[src/rtl/line_beat_buffer.sv]
// Line fill / writeback beat engine between a 128-bit cache line port and a 16-bit memory port.
// Optional critical-word-first fills: define LINE_BEAT_CRIT_FIRST_EN.
//
// state | meaning
// IDLE  | waiting for line_read / line_write
// FILL  | collecting eight read beats into the assembly register
// WB    | issuing eight write beats from the captured line
// DONE  | one-cycle line_resp, then back to IDLE
module line_beat_buffer #(
  parameter int WORDS  = 8,
  parameter int ADDR_W = 16
) (
  input  logic                  clk,
  input  logic                  reset_n,
  input  logic                  line_read,
  input  logic                  line_write,
  input  logic [ADDR_W-1:0]     line_addr,
  input  logic [2:0]            word_offset,
  input  logic [WORDS*16-1:0]   wb_data,
  output logic [WORDS*16-1:0]   line_rdata,
  output logic                  line_resp,
  output logic                  busy,
  output logic [15:0]           crit_word,
  output logic                  crit_valid,
  output logic                  mem_read,
  output logic                  mem_write,
  output logic [ADDR_W-1:0]     mem_address,
  output logic [15:0]           mem_wdata,
  output logic [1:0]            mem_byte_enable,
  input  logic [15:0]           mem_rdata,
  input  logic                  mem_resp
);

  typedef enum logic [1:0] {IDLE, FILL, WB, DONE} state_t;

  state_t                    state_q, state_d;
  logic [2:0]                beat_q, beat_d;
  logic [2:0]                remain_q, remain_d;
  logic [ADDR_W-5:0]         base_q, base_d;
  logic [WORDS-1:0][15:0]    wb_line_q, wb_line_d;
  logic [WORDS-1:0][15:0]    asm_q, asm_d;
  logic [WORDS-1:0][15:0]    rdata_q, rdata_d;
  logic [2:0]                start_beat;

`ifdef LINE_BEAT_CRIT_FIRST_EN
  logic        crit_valid_q, crit_valid_d;
  logic [15:0] crit_word_q, crit_word_d;
  logic        unused_addr_bits;

  assign unused_addr_bits = ^line_addr[3:0];
  assign start_beat       = word_offset;
`else
  logic        unused_addr_bits;

  assign unused_addr_bits = ^{line_addr[3:0], word_offset};
  assign start_beat       = 3'd0;
`endif

  always_comb begin
    state_d   = state_q;
    beat_d    = beat_q;
    remain_d  = remain_q;
    base_d    = base_q;
    wb_line_d = wb_line_q;
    asm_d     = asm_q;
    rdata_d   = rdata_q;
    case (state_q)
      IDLE: begin
        if (line_write) begin
          state_d   = WB;
          base_d    = line_addr[ADDR_W-1:4];
          wb_line_d = wb_data;
          beat_d    = 3'd0;
          remain_d  = 3'd7;
        end else if (line_read) begin
          state_d  = FILL;
          base_d   = line_addr[ADDR_W-1:4];
          beat_d   = start_beat;
          remain_d = 3'd7;
        end
      end
      FILL: begin
        if (mem_resp) begin
          asm_d[beat_q] = mem_rdata;
          beat_d        = beat_q + 3'd1;
          remain_d      = remain_q - 3'd1;
          // Publish the line on the final beat's edge, including that beat.
          if (remain_q == 3'd0) begin
            state_d = DONE;
            rdata_d = asm_d;
          end
        end
      end
      WB: begin
        if (mem_resp) begin
          beat_d   = beat_q + 3'd1;
          remain_d = remain_q - 3'd1;
          if (remain_q == 3'd0) begin
            state_d = DONE;
          end
        end
      end
      DONE: begin
        state_d = IDLE;
      end
      default: begin
        state_d = IDLE;
      end
    endcase
  end

  always_ff @(posedge clk or negedge reset_n) begin
    if (!reset_n) begin
      state_q   <= IDLE;
      beat_q    <= 3'd0;
      remain_q  <= 3'd0;
      base_q    <= '0;
      wb_line_q <= '0;
      asm_q     <= '0;
      rdata_q   <= '0;
    end else begin
      state_q   <= state_d;
      beat_q    <= beat_d;
      remain_q  <= remain_d;
      base_q    <= base_d;
      wb_line_q <= wb_line_d;
      asm_q     <= asm_d;
      rdata_q   <= rdata_d;
    end
  end

`ifdef LINE_BEAT_CRIT_FIRST_EN
  // First beat of a fill is the one seen while the down-counter is still full.
  always_comb begin
    crit_valid_d = (state_q == FILL) && mem_resp && (remain_q == 3'd7);
    crit_word_d  = crit_valid_d ? mem_rdata : crit_word_q;
  end

  always_ff @(posedge clk or negedge reset_n) begin
    if (!reset_n) begin
      crit_valid_q <= 1'b0;
      crit_word_q  <= '0;
    end else begin
      crit_valid_q <= crit_valid_d;
      crit_word_q  <= crit_word_d;
    end
  end

  assign crit_valid = crit_valid_q;
  assign crit_word  = crit_word_q;
`else
  assign crit_valid = 1'b0;
  assign crit_word  = '0;
`endif

  assign line_rdata      = rdata_q;
  assign line_resp       = (state_q == DONE);
  assign busy            = (state_q != IDLE);
  assign mem_read        = (state_q == FILL);
  assign mem_write       = (state_q == WB);
  assign mem_address     = {base_q, beat_q, 1'b0};
  assign mem_wdata       = (state_q == WB) ? wb_line_q[beat_q] : 16'h0000;
  assign mem_byte_enable = (state_q == WB) ? 2'b11 : 2'b00;

endmodule

[config.mk]
export PLATFORM = sky130hd
export DESIGN_NAME = line_beat_buffer
export DESIGN_NICKNAME = d
export VERILOG_FILES = /design/src/rtl/line_beat_buffer.sv
export SDC_FILE = /design/constraint.sdc
export NUM_CORES = 1
export LEC_CHECK = 0
export CAP_MARGIN = 10
export CELL_PAD_IN_SITES_DETAIL_PLACEMENT = 0
export CELL_PAD_IN_SITES_GLOBAL_PLACEMENT = 1
export CORE_MARGIN = 5
export CORE_UTILIZATION = 39
export CTS_CLUSTER_DIAMETER = 60
export DETAILED_ROUTE_END_ITERATION = 8
export PLACE_DENSITY = 0.76
export SKIP_LAST_GASP = 1
export SLEW_MARGIN = 10
export SYNTH_ARGS = -nofsm -noshare
export SYNTH_HDL_FRONTEND = slang
export SYNTH_SLANG_ARGS = --single-unit
[constraint.sdc]
create_clock -name clk -period 4.17 [get_ports clk]
set_input_delay 0.417 -clock clk [delete_from_list [all_inputs] [get_ports clk]]
set_output_delay 0.417 -clock clk [all_outputs]
set_load 0.01 [all_outputs]
==> summary.md <==
| Metric | Value |
|---|---|
| Core Util, Final | `50.7%` |
| Fin nets | `1857` |
| Final Hold Fails | `0` |
| Overflow after GRT | `0` |
| Setup-failing EPs final | `0` |
| Mapped Cells | `1396` |
| Final period util | `between 80 and 90%` |
| Pin count of the biggest net entering global routing | `approximately 260` |
| Layout cells sized above 1 | `roughly 22%` |
| Port-buffer cells | `between 300 and 400` |
| DRT iter0 DRCs | `575` |
| Initial Util | `around two fifths` |
| Syn_area_per_cell | `about 13 sq um` |
| Wire per inst | `approximately 20 microns` |
| P_leak | `between 0.01 and 0.015 uW` |
| CTS Buf Count | `46` |
| VDD IR-drop max | `413 uV` |
| Top-area cell type share of the netlist area | `a little under three fifths` |
| Ys Warns | `0` |
| Synth Flop Type | `dfrtp_1` |
| Antenna violations before repair | `7` |
| Yosys cell types | `46` |
| Clock root cell | `clkbuf_16` |
| Via count | `11600` |
| Total Routing Usage GR | `a little under a fifth` |
| Final Critical Period | `around 3.6 ns` |
| H-tree depth | `2` |
| Transition time at the pin with the least slew margin | `1.18 ns` |
| Die W | `approximately 220 microns` |
| TritonCTS clock tree | `built` |
| Startpoint types | `flip-flop` |
| FFs w/ async S/R, synth | `100%` |
| Area of the die | `49700 sq um` |
| Worst Hold End | `remain_q[0]` |
| Clock Latency Late Sink | `0.56 ns` |
| FF-to-FF End | `asm_q[91]` |
| Die boundary height | `approximately 220 microns` |
| Rel. slew slack | `a little over a fifth` |
| Final Skew | `0.0110 ns` |
| CTS Buffer Depth | `3` |
| Mapped cell area | `between 15000 and 20000 sq um` |
| Max Cap Viol | `0` |
| Outcome | `complete, no violations` |
| M1 wire length | `19000 microns` |
| Reg clk slew, reported paths | `about 0.06 ns` |
| Total iterations of the first detailed-routing run | `5` |
| Final WL | `~46000 microns` |
| Sequential area share after synthesis | `between 50% and 60%` |
| Worst r2r path cells | `4` |
| Critical path peak fanout | `32` |
| Setup TNS Final | `0 ns` |
| Detail Placement HPWL | `31500 microns` |
| Reg2reg setup slack | `~1.3 ns` |
| FP Rows | `78` |
| Vias in the first global route | `12304` |
| First-pass GRT wire length | `71400 microns` |
| Flops & latches, synth | `slightly above 400` |
| Worst Path Arrival | `3.16 ns` |
| Placer congestion estimate | `between 0.8 and 0.9` |
| Max Slew Vio Count | `0` |
| Io pins | `about 350` |
| Worst setup EP type | `output port` |
| DR vias/cell | `roughly 5.0` |
| Routed wl met3 | `between 3000 and 4000 microns` |
| Worst Hold Class | `reg -> reg` |
| Worst hold path depth | `1` |
| PwrDens | `between 600 and 700 nW/um^2` |
| Hold path startpoint | `remain_q[0]` |
| Post-synth EDFFs | `0` |
| Top layer in use | `met5` |
| CP Class | `reg -> out` |
| CTS Sinks | `just over 400` |
| Fillers | `slightly above 4000` |
| Cell taking the most area after synthesis | `dfrtp_1` |
| Core area | `roughly 45000 sq um` |
| RSZ-0062 raised after global routing | `no` |
| Top post-synthesis cells by area | `dfrtp_1, mux2_2, mux2i_1, o21ai_0, nand2_1` |
| Remaining DRCs | `0` |
| Met2 wire length | `about 22000 microns` |
| Max frequency | `between 0.2 and 0.3 GHz` |
| Synth-to-Final Area Change | `29.3%` |
| Final ANT Viol Nets | `0` |
| RR Startpoint | `beat_q[1]` |
| Worst Path Required | `approximately 3.8 ns` |
-- where the power goes --
part | internal [uW] | switching, uW
sequential | 5160 | 718
combinational | 2540 | 2100
clock | 2470 | 1580
-- state kept, by name (all words and copies together), names as in the netlist --
signal / count
asm_q: 128
base_q: 12
beat_q: 3
line_rdata: 128
remain_q: 3
state_q: 2
wb_line_q: 128
-- metrics by stage --
step	instances	worst slack (ns)	power [uW]	cell area, sq um	hold slack (ns)
global placement	2233	1.13	10500	21300	0.461
detailed placement	2233	1.15	10600	21300	0.459
global route	2311	0.399	15400	22800	0.451
finish	2312	0.592	14600	22800	0.462
floorplan	1413	2.17	8960	17700	0.121
CTS	2311	0.530	14800	22800	0.430
-- layout by cell type (no fill, tap or decap), types with 2 or more instances in the layout --
cell,count
o21ai_1,2
nand2b_1,16
clkbuf_16,47
a21o_1,11
buf_12,6
nand2_1,136
nand3b_1,2
inv_1,8
clkbuf_8,9
inv_6,3
nor2_1,6
nor2_4,2
conb_1,18
o21ai_0,132
clkbuf_1,11
dfrtp_1,401
bufinv_16,4
clkdlybuf4s50_1,324
ha_1,7
or2_2,2
a221oi_1,11
nand3_1,5
or3_1,2
a22oi_1,26
nor2_2,5
nor2b_1,5
dfrtp_2,3
buf_4,15
mux2_2,271
mux2i_1,140
o22ai_1,4
o31a_1,4
o21a_1,12
a21oi_1,39
-- metal layers --
| metal | track usage [%] | vias up |
|---|---|---|
| li1 | - | 5451 |
| met4 | 5.24 | 14 |
| met2 | 29.6 | 315 |
| met3 | 6.29 | 85 |
| met5 | 0 | - |
| met1 | 23.0 | 5735 |
-- cells in the mapped netlist (5+ instances only) --
master / count
buf_4: 33
ha_1: 7
nor2_1: 7
a21oi_1: 39
a221oi_1: 11
a22oi_1: 26
buf_2: 30
o21ai_0: 132
dfrtp_1: 404
nor2b_1: 5
o21a_1: 12
nand3_1: 5
nand2b_1: 16
clkbuf_1: 53
inv_1: 8
mux2i_1: 140
a21o_1: 11
mux2_2: 271
nand2_1: 137
-- worst max-delay path, stage by stage (launching register included) --
cell             delay, ns
dfrtp_2               0.78
nand2b_1              0.71
a21oi_1               0.08
a21oi_1               0.32
o21a_1                0.16
clkdlybuf4s50_1       0.54
-- timing repair --
item,CTS,global route
setup endpoints to repair,0,0
hold buffers,1,0
gates resized for setup,0,0
endpoints found under the hold margin,100,0
buffers inserted,0,0
-- area by class of cell --
type	count	area (sq um)	share of cell area (%)
clock buffer	67	1340	5.87
antenna	1	2.50	0.0110
multi-input combinational	875	6940	30.4
tap	600	751	3.29
sequential	404	10100	44.3
clock inverter	10	170	0.745
inverter	8	30.0	0.131
timing repair buffer	347	3500	15.3
-- kinds of logic (layout without fill, tap and decap cells) --
group | after synthesis | after routing | share of synthesized area (%)
fa+ha+maj | 7 | 7 | 0.496
flops | 404 | 404 | 57.2
other cells | 1 | 19 | 0.0212
compound gates | 248 | 248 | 8.21
simple gates | 191 | 191 | 4.89
mux | 411 | 411 | 25.2
buf+inv | 134 | 432 | 3.97
-- worst max path at each step --
stage	from	end	slack, ns	depth (start not counted)
after floorplan	beat_q[1]	mem_wdata[10]	2.17	7
final	beat_q[1]	mem_wdata[7]	0.59	5
after global placement	beat_q[1]	mem_wdata[10]	1.13	5
after detailed placement	beat_q[1]	mem_wdata[10]	1.15	5
after global routing	beat_q[1]	mem_wdata[7]	0.40	5
after CTS	beat_q[1]	mem_wdata[10]	0.53	5
(Power assumes the default switching activity.)
